==> src/rtl/gate_ctrl.sv <==
// gate_ctrl: per-gate sequencer. Synchronizes and debounces the raw
// car sensor, sequences the gate through open / hold / close and reports
// each completed passage with a one-cycle pulse and a 16-bit wrap counter.
// Optional macro GATE_TIMEOUT_EN adds a stuck-open FAULT state.
module gate_ctrl #(
  parameter int DEBOUNCE_CYCLES = 4,
  parameter int HOLD_CYCLES     = 8,
  parameter int TIMEOUT_CYCLES  = 1000
) (
  input  logic        clk,
  input  logic        reset,
  input  logic        arrive,
  input  logic        inhibit,
  output logic        gate_open,
  output logic        passed,
  output logic [15:0] pass_count,
  output logic        busy,
  output logic        stuck
);

  localparam int DW = $clog2(DEBOUNCE_CYCLES + 1);
  localparam int HW = $clog2(HOLD_CYCLES + 1);
  localparam logic [DW-1:0] DEB_LAST  = DW'(DEBOUNCE_CYCLES - 1);
  localparam logic [HW-1:0] HOLD_LAST = HW'(HOLD_CYCLES - 1);

  typedef enum logic [1:0] {
    ST_IDLE  = 2'd0,
    ST_OPEN  = 2'd1,
    ST_HOLD  = 2'd2
`ifdef GATE_TIMEOUT_EN
    , ST_FAULT = 2'd3
`endif
  } state_t;

  state_t          state_reg, state_next;
  logic [1:0]      sync_reg;
  logic            arr_f_reg;
  logic [DW-1:0]   deb_cnt_reg;
  logic [HW-1:0]   hold_cnt_reg;
  logic            hold_done;
  logic            pass_next;
  logic            passed_reg;
  logic [15:0]     pass_count_reg;

  // Two-flop synchronizer for the asynchronous sensor; sync_reg[1] is s2.
  always_ff @(posedge clk) begin
    if (reset) sync_reg <= 2'b00;
    else       sync_reg <= {sync_reg[0], arrive};
  end

  // Debouncer: the filtered level flips only after DEBOUNCE_CYCLES
  // consecutive edges on which s2 disagrees with it.
  always_ff @(posedge clk) begin
    if (reset) begin
      arr_f_reg   <= 1'b0;
      deb_cnt_reg <= '0;
    end else if (sync_reg[1] != arr_f_reg) begin
      if (deb_cnt_reg == DEB_LAST) begin
        arr_f_reg   <= ~arr_f_reg;
        deb_cnt_reg <= '0;
      end else begin
        deb_cnt_reg <= deb_cnt_reg + 1'b1;
      end
    end else begin
      deb_cnt_reg <= '0;
    end
  end

  // Hold timer: counts while in HOLD, sits at zero otherwise so every
  // HOLD entry starts a full interval.
  always_ff @(posedge clk) begin
    if (reset || state_reg != ST_HOLD) hold_cnt_reg <= '0;
    else if (!hold_done)               hold_cnt_reg <= hold_cnt_reg + 1'b1;
  end

  assign hold_done = (hold_cnt_reg == HOLD_LAST);

`ifdef GATE_TIMEOUT_EN
  localparam int TW = $clog2(TIMEOUT_CYCLES + 1);
  localparam logic [TW-1:0] TO_LAST = TW'(TIMEOUT_CYCLES - 1);
  logic [TW-1:0] to_cnt_reg;
  logic          to_done;

  // Open-time watchdog: cleared outside OPEN, so it restarts on OPEN entry.
  always_ff @(posedge clk) begin
    if (reset || state_reg != ST_OPEN) to_cnt_reg <= '0;
    else if (!to_done)                 to_cnt_reg <= to_cnt_reg + 1'b1;
  end

  assign to_done = (to_cnt_reg == TO_LAST);
`endif

  // State register.
  always_ff @(posedge clk) begin
    if (reset) state_reg <= ST_IDLE;
    else       state_reg <= state_next;
  end

  // Next-state logic; inhibit is only consulted while IDLE so a car is
  // never trapped by the gate closing on it.
  always_comb begin
    state_next = state_reg;
    pass_next  = 1'b0;
    case (state_reg)
      ST_IDLE: if (arr_f_reg && !inhibit) state_next = ST_OPEN;
      ST_OPEN: begin
        if (!arr_f_reg) state_next = ST_HOLD;
`ifdef GATE_TIMEOUT_EN
        else if (to_done) state_next = ST_FAULT;
`endif
      end
      ST_HOLD: begin
        if (arr_f_reg) begin
          state_next = ST_OPEN;
        end else if (hold_done) begin
          state_next = ST_IDLE;
          pass_next  = 1'b1;
        end
      end
`ifdef GATE_TIMEOUT_EN
      ST_FAULT: if (!arr_f_reg) state_next = ST_HOLD;
`endif
      default: state_next = ST_IDLE;
    endcase
  end

  // Pass reporting: registered pulse and wrapping passage counter.
  always_ff @(posedge clk) begin
    if (reset) begin
      passed_reg     <= 1'b0;
      pass_count_reg <= 16'd0;
    end else begin
      passed_reg <= pass_next;
      if (pass_next) pass_count_reg <= pass_count_reg + 16'd1;
    end
  end

  assign gate_open  = (state_reg != ST_IDLE);
  assign busy       = (state_reg != ST_IDLE);
  assign passed     = passed_reg;
  assign pass_count = pass_count_reg;
`ifdef GATE_TIMEOUT_EN
  assign stuck = (state_reg == ST_FAULT);
`else
  assign stuck = 1'b0;
`endif

endmodule

==> config.mk <==
export PLATFORM = sky130hd
export DESIGN_NAME = gate_ctrl
export DESIGN_NICKNAME = d
export VERILOG_FILES = /design/src/rtl/gate_ctrl.sv
export SDC_FILE = /design/constraint.sdc
export NUM_CORES = 1
export LEC_CHECK = 0
export CAP_MARGIN = 20
export CORE_MARGIN = 5
export CORE_UTILIZATION = 25
export DETAILED_ROUTE_END_ITERATION = 8
export PLACE_DENSITY_LB_ADDON = 0.25
export REMOVE_ABC_BUFFERS = 1
export SYNTH_ARGS = -nofsm -noshare
export SYNTH_HDL_FRONTEND = slang
export SYNTH_SLANG_ARGS = --single-unit
==> constraint.sdc <==
create_clock -name clk -period 1.8 [get_ports clk]
set_input_delay 0.27 -clock clk [delete_from_list [all_inputs] [get_ports clk]]
set_output_delay 0.27 -clock clk [all_outputs]
set_load 0.01 [all_outputs]
## After elaboration in Yosys (flattened, before gate mapping)

Cells that the tools add are included.

| operators by class | value |
|---|---|
| add/subtract/negate cells | 3 |
| equality and inequality tests | 9 |
| multiplexer cells | 8 |
| bitwise logic cells | 2 |
| reduce and logical (&&, ||, !) cells | 8 |

Operators by type and width:

| kind | number |
|---|---|
| 16-bit by 1-bit adder with 16-bit output (second input constant) | 1 |
| 2-bit 2-to-1 mux | 4 |
| 2-bit inequality test (second input constant) | 3 |
| 2-bit one-hot mux with 3 select lines | 1 |
| 4-bit by 1-bit adder with 4-bit output (second input constant) | 1 |
| 4-bit by 3-bit equality test with 1-bit output (second input constant) | 1 |
| 3-bit by 1-bit adder with 3-bit output (second input constant) | 1 |
| 3-bit by 2-bit equality test with 1-bit output (second input constant) | 1 |
| 1-bit 2-to-1 mux | 3 |
| 3-bit inequality test (second input constant) | 1 |
| 3-bit AND reduction | 1 |
| 3-bit OR reduction | 1 |
| 2-bit by 1-bit equality test with 1-bit output (second input constant) | 1 |
| 2-bit equality test (second input constant) | 1 |
| 2-bit zero test | 1 |
| 1-bit NOT | 2 |
| 2-bit AND reduction | 1 |
| 2-bit nonzero test | 1 |
| 1-bit logical AND | 1 |
| 1-bit zero test | 1 |
| 1-bit logical OR | 1 |
| 1-bit inequality test | 1 |

| word-level totals | value |
|---|---|
| bits in registers | 29 |
| input bits | 4 |
| output and inout port bits | 20 |
| logic and storage cells | 37 |

## Depth between registers and ports, before layout

Gate-level depths: netlist of the first run.

| depth | value |
|---|---|
| depth after elaboration | 4 |
| depth in mapped cells | 6 |
| depth with buffers taken out | 5 |

## Worst setup path before layout of the first run

No wires, ideal clock.

| path | value |
|---|---|
| kind | register to register |
| start | reg hold_cnt_reg[0] |
| end | reg pass_count_reg[15] (netlist: pass_count[15]) |
| library setup time | 0.071 ns |
| arrival time | 1.878 ns |
| required time | 1.729 ns |
| setup slack | -0.149 ns |
| cell stages (with the launch flop) | 7 |
| path buffers | 1 |
| clock period less this slack | 1.949 ns |
| path through | dfxtp_1 > ha_1 > nand4b_1 > or3_1 > buf_2 > or4_1 > a21oi_1 |

| between the ends | value |
|---|---|
| longest elaborated chain between the ends | 4 |

Ends and longest elaborated chain:

| item | RTL line | text |
|---|---|---|
| start: declaration | 39 | `logic [HW-1:0] hold_cnt_reg;` |
| start signal: assignment | 73 | `else if (!hold_done) hold_cnt_reg <= hold_cnt_reg + 1'b1;` |
| 4-bit by 3-bit equality test with 1-bit output | 76 | `assign hold_done = (hold_cnt_reg == HOLD_LAST);` |
| 1-bit 2-to-1 mux | 115 | `end else if (hold_done) begin` |
| 1-bit 2-to-1 mux | 113 | `if (arr_f_reg) begin` |
| 1-bit 2-to-1 mux | 104 | `case (state_reg)` |
| end signal: assignment | 134 | `if (pass_next) pass_count_reg <= pass_count_reg + 16'd1;` |
| end: declaration | 43 | `logic [15:0] pass_count_reg;` |

Every way passes these cells.
A chain may end at the register's enable or synchronous reset.

## Worst setup path in the final report of the first run

| path | value |
|---|---|
| start | reg hold_cnt_reg[0] |
| end | reg pass_count_reg[13] (netlist: pass_count[13]) |

Same word-level chain as after synthesis.

==> flow_summary.toml, run 1 <==
[outcome]
status = "completed"

[drt]
drc = 0
ant_nets = 0
wl_met1_um = 1270
dr.pass1.iters = 4
vias = 1132
highest_layer = "met4"
wl_met3_um = 213
routed_wl_um = 2740
vias_per_cell = 4.46
wl_met2_um = 1230
wl_per_cell_um = 10.8
drtIter0Drc = 35

[worst_setup_path]
worst-path-buf-inv = 0
cp_max_fo = 7
critical_path_class = "reg -> reg"
critPathLaunchType = "flip-flop"
critPathMaxStageDelay_ns = 0.47
critPathSlowestCell = "or3_2"
cp.arrival_ns = 1.94
critPathCaptureType = "flip-flop"
crit_chain = "ha_4 -> nand4b_1 -> or3_4 -> or3_2 -> a21oi_2"
cp.required_ns = 2.01
crit_family = "simple AND/OR/NAND/NOR gates"

[floorplan]
rows = 26
core_area_um2 = 5040
die_y_um = 81.6
die_area_um2 = 6660
fp.dieW_um = 81.6
initial_utilization_pct = 25.4
io_pins = 24

[clock_tree]
clk_pin_slew_ns = 0.06
cts_buffers = 5
cts.sinks = 29
root_buffer = "clkbuf_8"
clock_latency_ns = 0.28
cts_tree = "done"
ctsHtreeMaxLevel = 2
cts_buffer_depth = 2
cts_setup_buffers = 0

[synthesis]
synth_ff_type = "dfxtp_1"
synthSimpleGateAreaFrac_pct = 27.4
synth_edf_count = 0
syn_area_per_cell_um2 = 9.09
synth_top_family_by_area = "simple AND/OR/NAND/NOR gates"
synth-compound-area-share_pct = 8.30
synth_xor_area_share_pct = 6.15
synth_top_area_share_pct = 45.3
netlist_area_um2 = 1280
synthArstFlopShare_pct = 0
yosysSeqAreaShare_pct = 45.3
synthTopCellsByArea = "dfxtp_1 45%, nor2_1 5.3%, xnor2_1 4.8%, ha_1 3.9%, a21oi_1 3.5%"
synth-seq-cells = 29
synth_mux_area_share_pct = 3.22
synthAdderAreaFrac_pct = 3.91
synth_area_leader_cell = "dfxtp_1"
yosys_warnings = 0
postSynthCellCount = 141
yosysUniqueCellTypes = 34

[power_and_ir_drop]
p_leak_nw = 0.668
seqPwrFrac_pct = 44.2
total_power_w = 0.00146
sw_frac_of_total_pct = 17.6
clockPowerShare_pct = 54.2
p_int_w = 0.00120
p_per_area_nw_per_um2 = 778
p_comb_share_pct = 1.6
p_sw_w = 0.000257
ir_worst_vdd_mv = 0.294

[placement]
hpwlAfterDp_um = 2140
io_buffers = 22
place_congestion = 0.766
dpl.cell_count = 246

[sta]
worst_hold_slack_ns = 0.424
finClkSkew_ns = 0.00563
period_share_pct = 96.2
setup_viol = 0
period_needed_ns = 1.73
max_freq_mhz = 577
slew_viol_final = 0
hold_viol = 0

[global_routing]
track_usage_pct = 9.17
grt_pass1_vias = 1094
grt_overflow = 0
antenna_found_initial = 0
grt_first_pass_wirelength_um = 4770
grt_max_degree = 18

[layout]
instances_no_fill = 254
drive_above_1_share_pct = 26.1
final_common_cell = "dfxtp_1"
area_delta_synth_final_pct = 46.5
largest_register_ffs = 16
nets = 191
antenna_cells = 0
final_cell_mix = "26 x dfxtp_1, 20 x clkdlybuf4s50_1, 20 x buf_4, 18 x nor2_1, 8 x nand3_1"

[hold_path]
min_path_type = "reg -> reg"

[run]
maxCapViolCount = 0
[power groups by stage]
stage | sequential (W) | combinational [W] | clock [W]
6_report | 0.000645 | 0.0000229 | 0.000793
5_1_grt | 0.000645 | 0.0000253 | 0.000834
3_5_place_dp | 0.000660 | 0.0000226 | 0
3_3_place_gp | 0.000660 | 0.0000219 | 0
4_1_cts | 0.000645 | 0.0000226 | 0.000814
2_1_floorplan | 0.000660 | 0.00000534 | 0
[kinds of logic after synthesis]
| group | after synthesis |
|---|---|
| AO/OA/AOI/OAI | 19 |
| XOR/XNOR | 9 |
| adder cells (fa/ha/maj) | 4 |
| buffers and inverters | 14 |
| flip-flops | 29 |
| multiplexers | 4 |
| other | 1 |
| AND/OR/NAND/NOR | 61 |
[synthesized netlist by cell type, types with 3 or more instances]
| master | number |
|---|---|
| or3_2 | 4 |
| or3_1 | 5 |
| o31ai_1 | 3 |
| nand3_1 | 8 |
| inv_1 | 7 |
| dfxtp_1 | 29 |
| xnor2_1 | 7 |
| nand2_1 | 4 |
| nor3_1 | 3 |
| nor4_1 | 3 |
| or4_1 | 3 |
| o21ai_0 | 6 |
| nor2_1 | 18 |
| ha_1 | 4 |
| mux2i_1 | 3 |
| clkbuf_1 | 3 |
| a21oi_1 | 9 |
[worst register-to-register path, cell delays in order (launching register included)]
cell,delay (ns)
dfxtp_2,0.35
ha_4,0.13
nand4b_1,0.14
or3_4,0.43
or3_2,0.47
a21oi_2,0.14
[area by class of cell]
type | instances | area, µm²
sequential | 29 | 584
fill | 521 | 3170
tap | 70 | 87.6
timing repair buffer | 42 | 368
inverter | 7 | 26.3
multi-input combinational | 98 | 677
clock buffer | 5 | 68.8
clock inverter | 3 | 65.1
[worst paths after layout]
path	startpoint	to	slack, ns	cells after the start
hold / removal	deb_cnt_reg[0]$_SDFF_PP0_	deb_cnt_reg[0]$_SDFF_PP0_	0.42	1
setup reg to reg	hold_cnt_reg[0]$_SDFFE_PP0P_	pass_count[13]$_SDFFE_PP0P_	0.07	5
setup / recovery	hold_cnt_reg[0]$_SDFFE_PP0P_	pass_count[13]$_SDFFE_PP0P_	0.07	5
hold reg to reg	deb_cnt_reg[0]$_SDFF_PP0_	deb_cnt_reg[0]$_SDFF_PP0_	0.42	1
[metrics by stage]
stage	cell area, µm²	worst slack (ns)	TNS, ns	utilization (%)
2_1_floorplan	1240	-0.129	-0.361	-
4_1_cts	1840	0.00305	0	36.5
6_report	1880	0.0677	0	37.2
3_5_place_dp	1700	-0.0648	-0.0976	33.6
3_3_place_gp	1700	-0.00763	-0.00763	33.6
5_1_grt	1880	-0.00775	-0.00873	37.2
[routing by layer]
layer / global-route usage [%] / up-vias
li1: - / 572
met1: 10.5 / 531
met2: 15.1 / 26
met3: 3.84 / 3
met4: 3.49 / 0
met5: 0 / -
[repair_timing]
item / CTS / global route
setup endpoints to repair: 7 / 6
hold buffers: 0 / 0
pin swaps: 1 / 5
resized for setup: 4 / 11
Power figures use the tool's default switching activity.
==> inputs of run 2 (changes only) <==
--- a/config.mk
+++ b/config.mk
@@ -9,6 +9,8 @@
 export CORE_MARGIN = 5
 export CORE_UTILIZATION = 25
 export DETAILED_ROUTE_END_ITERATION = 8
+export DONT_BUFFER_PORTS = 1
+export HOLD_SLACK_MARGIN = 0.08
 export PLACE_DENSITY_LB_ADDON = 0.25
 export REMOVE_ABC_BUFFERS = 1
 export SYNTH_ARGS = -nofsm -noshare
==> run 2 against run 1 <==
- cell area is 9.6% lower
- cell count down 5.5%
- non-clock buffer count fell by 13
- routed wire length up 8.6%
- register-to-register slack worse by 0.03 ns
- die area unchanged
- core utilization fell by 3.6 points
- global-route usage increased by 0.53 points
- power is 19% lower
- first-iteration DRC count is 26% lower
- largest power group is now registers
- highest routed layer unchanged
==> flow_summary.toml, run 2 (synthesis gave the netlist of run 1 again) <==
[outcome]
status = "completed"

[layout]
instances_no_fill = 240
fin_util_pct = 33.6
final_cell_mix = "27 x dfxtp_1, 25 x buf_4, 18 x nor2_1, 8 x nand3_1"
final.fill_count = 544
nets = 178
drive_above_1_share_pct = 31.2
final_common_cell = "dfxtp_1"
area_delta_synth_final_pct = 32.4
antenna_cells = 0
largest_register_ffs = 16

[drt]
routed_wl_um = 2970
drtIter0Drc = 26
vias = 1111
wl_per_cell_um = 12.4
dr.pass1.iters = 6
drc = 0
ant_nets = 0
vias_per_cell = 4.63

[global_routing]
grt_first_pass_wirelength_um = 4960
grt_max_degree = 25
antenna_found_initial = 0
track_usage_pct = 9.70
grt_pass1_vias = 1103
grt_overflow = 0

[sta]
hold_viol = 0
worst_slack_ns = 0.0377
worst_hold_slack_ns = 0.0581
period_needed_ns = 1.76
finClkSkew_ns = 0.00264
period_share_pct = 97.9
grt_setup_unrepaired = "yes"
setup_viol = 0
slew_viol_final = 0
max_freq_mhz = 567

[clock_tree]
clock_latency_ns = 0.27
clk_pin_slew_ns = 0.06
cts_tree = "done"
cts_setup_buffers = 0
cts_buffer_depth = 2
cts.sinks = 29
cts_hold_buf = 4
ctsHtreeMaxLevel = 2
root_buffer = "clkbuf_8"
cts_buffers = 5

[power_and_ir_drop]
p_per_area_nw_per_um2 = 699
ir_worst_vdd_mv = 0.301
p_leak_nw = 0.608
total_power_w = 0.00119

[placement]
io_buffers = 0
dpl.cell_count = 229
pre_cts_ws_ns = -0.134
place_congestion = 0.745
hpwlAfterDp_um = 2170

[worst_setup_path]
crit_start = "hold_cnt_reg[0]$_SDFFE_PP0P_"
r2r_start = "hold_cnt_reg[0]$_SDFFE_PP0P_"
rr_endpoint = "pass_count[12]$_SDFFE_PP0P_"
critPathCaptureType = "flip-flop"
critPathLaunchType = "flip-flop"
endpoint = "pass_count[12]$_SDFFE_PP0P_"
cp.required_ns = 2.01
rrSetupSlack_ns = 0.04
worstRegToRegCells = 6
cp_max_fo = 7
cp.arrival_ns = 1.97
critical_path_class = "reg -> reg"

[floorplan]
initial_utilization_pct = 25.4
io_pins = 24
die_y_um = 81.6
rows = 26
fp.dieW_um = 81.6
core_area_um2 = 5040
die_area_um2 = 6660

[run]
maxCapViolCount = 0

[hold_path]
min_path_type = "in -> reg"
## run 2: cell types whose count changed in the layout (fill, tap and decap cells not counted), sizes merged
cell           before  now
clkdlybuf4s50      20    0
dlygate4sd2         2    0
clkinv              1    0
clkbuf              5    7
bufinv              2    0
dlygate4sd3         0    4
buf                20   25
## run 2: how the worst min path moves through the flow
stage,from,slack (ns),endpoint,cells past startpoint
after floorplan,reset,0.34,pass_count[10]$_SDFFE_PP0P_,1
after global placement,reset,0.34,pass_count[15]$_SDFFE_PP0P_,1
after detailed placement,reset,0.35,pass_count[14]$_SDFFE_PP0P_,1
after CTS,reset,0.05,pass_count[12]$_SDFFE_PP0P_,1
after global routing,reset,0.04,state_reg[1]$_SDFFE_PP0P_,1
final,reset,0.06,pass_count[3]$_SDFFE_PP0P_,1
## run 2: power breakdown
group / total (W) / switching, W / leakage (nW) / internal (W)
sequential: 0.000646 / 0.000000983 / 0.235 / 0.000645
clock: 0.000531 / 0.000229 / 0.0443 / 0.000302
combinational: 0.00000868 / 0.00000318 / 0.329 / 0.00000550
## run 2: repair_timing
item                                    4_1_cts  5_1_grt
endpoints found under the setup margin        8        6
resized for setup                             7        7
hold endpoints to repair                     22       18
pin swaps                                     4        1
## run 2: area by class of cell
type | count | area (µm²) | share of cell area (%)
Inverter | 7 | 26.3 | 1.55
Timing Repair Buffer | 29 | 228 | 13.4
Tap cell | 70 | 87.6 | 5.16
Sequential cell | 29 | 583 | 34.4
Multi-Input combinational cell | 98 | 686 | 40.4
Clock buffer | 7 | 86.3 | 5.09
## run 2: worst max-delay path, stage by stage, from the launching register on
cell      delay [ns]
dfxtp_2         0.35
ha_4            0.13
nand4b_1        0.13
buf_4           0.17
or3_4           0.36
or4_4           0.43
a21oi_2         0.13
## run 2: per-layer routing
metal | vias to the layer above | global-route usage, % | part of all wire, %
li1 | 543 | - | -
met5 | - | 0 | 0
met4 | 0 | 3.49 | 1.3
met1 | 532 | 10.5 | 44
met3 | 5 | 5.26 | 9.7
met2 | 31 | 16.0 | 45
## run 2: metrics by stage
step | setup TNS, ns | cell area (µm²)
floorplan | -0.361 | 1240
global placement | -0.0841 | 1510
detailed placement | -0.401 | 1510
CTS | 0 | 1660
global route | -0.184 | 1700
finish | 0 | 1700
==> inputs of run 3 (changes only) <==
--- a/config.mk
+++ b/config.mk
@@ -6,6 +6,7 @@
 export NUM_CORES = 1
 export LEC_CHECK = 0
 export CAP_MARGIN = 20
+export CORE_ASPECT_RATIO = 0.7
 export CORE_MARGIN = 5
 export CORE_UTILIZATION = 25
 export DETAILED_ROUTE_END_ITERATION = 8
==> constraint.sdc (replaced) <==
create_clock -name clk -period 1.8 [get_ports clk]
set_input_delay 0.27 -clock clk [delete_from_list [all_inputs] [get_ports clk]]
set_output_delay 0.27 -clock clk [all_outputs]
set_load 0.005 [all_outputs]
==> run 3 against run 2 <==
- cell area grew 0.74%
- critical path depth is the same
- routed wire length shrank 1.1%
- largest cell class unchanged
==> flow_summary.toml, run 3 (synthesis gave the netlist of run 1 again) <==
[clock_tree]
cts_buffer_depth = 2
root_buffer = "clkbuf_8"
ctsHtreeMaxLevel = 2
cts_hold_buf = 4
cts_tree = "done"
cts_buffers = 5
clock_latency_ns = 0.28
clk_pin_slew_ns = 0.06
cts.sinks = 29

[sta]
period_needed_ns = 1.77
hold_viol = 0
worst_slack_ns = 0.0320
setup_viol = 0
max_freq_mhz = 566
period_share_pct = 98.2
grt_setup_unrepaired = "yes"
slew_viol_final = 0
finClkSkew_ns = 0.00448

[worst_setup_path]
worstRegToRegCells = 6
critical_path_class = "reg -> reg"
critPathMaxStageDelay_ns = 0.41
cp_max_fo = 7
critPathSlowestCell = "or4_1"
cp.arrival_ns = 1.98
critPathLaunchType = "flip-flop"
rrSetupSlack_ns = 0.03
crit_chain = "ha_4 -> nand4b_1 -> buf_4 -> or3_4 -> or4_1 -> a21oi_1"
cp.required_ns = 2.02
critPathCaptureType = "flip-flop"

[power_and_ir_drop]
seqPwrFrac_pct = 44.5
sw_frac_of_total_pct = 17.4
p_per_area_nw_per_um2 = 849
p_sw_w = 0.000252
p_comb_share_pct = 0.6
clockPowerShare_pct = 54.9
p_int_w = 0.00120
ir_worst_vdd_mv = 0.264
p_leak_nw = 0.622

[placement]
io_buffers = 0
place_congestion = 0.768
pre_cts_ws_ns = -0.150
hpwlAfterDp_um = 2190
placedInstanceArea_um2 = 1490

[run]
maxCapViolCount = 0

[drt]
drtIter0Drc = 51
vias = 1064
ant_nets = 0
drc = 0
dr.pass1.iters = 4
vias_per_cell = 4.47
wl_per_cell_um = 12.4
routed_wl_um = 2940

[layout]
area_delta_synth_final_pct = 33.4
nets = 176
final_common_cell = "dfxtp_1"
drive_above_1_share_pct = 28.4
antenna_cells = 0
largest_register_ffs = 16
final_cell_mix = "27 x dfxtp_1, 23 x buf_4, 18 x nor2_1, 8 x nand3_1, 8 x a21oi_1"
design_area_um2 = 1710

[floorplan]
fp.dieW_um = 95.6
die_area_um2 = 6680
core_area_um2 = 4860
io_pins = 24
die_y_um = 69.9
rows = 21
initial_utilization_pct = 26.4

[outcome]
status = "completed"

[global_routing]
grt_overflow = 0
grt_pass1_vias = 1081
grt_first_pass_wirelength_um = 5060
track_usage_pct = 9.62
grt_max_degree = 25
antenna_found_initial = 0

[hold_path]
min_path_type = "in -> reg"
whs_path_depth = 1
run 3: cell types whose count changed in the layout (fill, tap and decap cells not counted), moves of 2 or more:
| cell | previous run | this run |
|---|---|---|
| bufinv_16 | 0 | 2 |
| a21oi_2 | 4 | 1 |
| a21oi_1 | 5 | 8 |
| buf_4 | 25 | 23 |
| or4_4 | 3 | 1 |
| or4_1 | 0 | 2 |
run 3: cell type report:
cell class | count | area, µm²
well taps | 69 | 86.3
clock buffers | 5 | 68.8
inverters | 7 | 26.3
repair buffers | 27 | 213
flip-flops and latches | 29 | 583
clock inverters | 3 | 65.1
multi-input cells | 98 | 667
fillers | 493 | 3150
run 3: timing repair:
item                                    4_1_cts  5_1_grt
cloned                                        0        0
resized for setup                             7        2
pin swaps                                     4        0
buffers inserted                              1        0
endpoints found under the setup margin        8        6
endpoints found under the hold margin        22       18
run 3: path summary, 6_finish.rpt:
path | to | startpoint
worst max-delay path | pass_count[12]$_SDFFE_PP0P_ | hold_cnt_reg[1]$_SDFFE_PP0P_
worst min-delay path | pass_count[14]$_SDFFE_PP0P_ | reset
worst max register to register | pass_count[12]$_SDFFE_PP0P_ | hold_cnt_reg[1]$_SDFFE_PP0P_
worst min register to register | deb_cnt_reg[0]$_SDFF_PP0_ | deb_cnt_reg[0]$_SDFF_PP0_
run 3: power groups by stage:
stage          Combinational [W]  Sequential (W)  Clock, W
3_5_place_dp          0.00000563        0.000660         0
4_1_cts               0.00000850        0.000646  0.000822
3_3_place_gp          0.00000534        0.000660         0
5_1_grt                0.0000100        0.000645  0.000848
6_report              0.00000842        0.000646  0.000797
2_1_floorplan         0.00000489        0.000660         0
run 3: per-layer routing:
| metal | routed length, µm | track usage [%] | part of all wire [%] | vias up |
|---|---|---|---|---|
| met2 | 1340 | 14.3 | 46 | 23 |
| met3 | 208 | 3.97 | 7.1 | 5 |
| met1 | 1340 | 12.0 | 46 | 495 |
| li1 | - | - | - | 541 |
| met4 | 44 | 4.42 | 1.5 | 0 |
| met5 | 0 | 0 | 0 | - |
run 3: stage by stage:
| step | std cells | TNS (ns) | power, W | utilization, % | hold slack [ns] |
|---|---|---|---|---|---|
| final | 238 | 0 | 0.00145 | 35.2 | 0.0499 |
| after global routing | 238 | -0.113 | 0.00150 | 35.2 | 0.0313 |
| after CTS | 238 | 0 | 0.00148 | 34.9 | 0.0352 |
| after detailed placement | 225 | -0.579 | 0.000666 | 30.7 | 0.344 |
| after global placement | 225 | -0.118 | 0.000665 | 30.7 | 0.342 |
| after floorplan | 134 | -0.360 | 0.000665 | - | 0.339 |
run 3: worst max-delay path, delay by kind of cell, from the launching register on:
kind                       cells  cell delay [ns]
AOI/OAI and AO/OA              1             0.14
adders and majority gates      1             0.14
buffers and inverters          1             0.17
DFF                            1             0.36
and+or+nand+nor                3             0.90
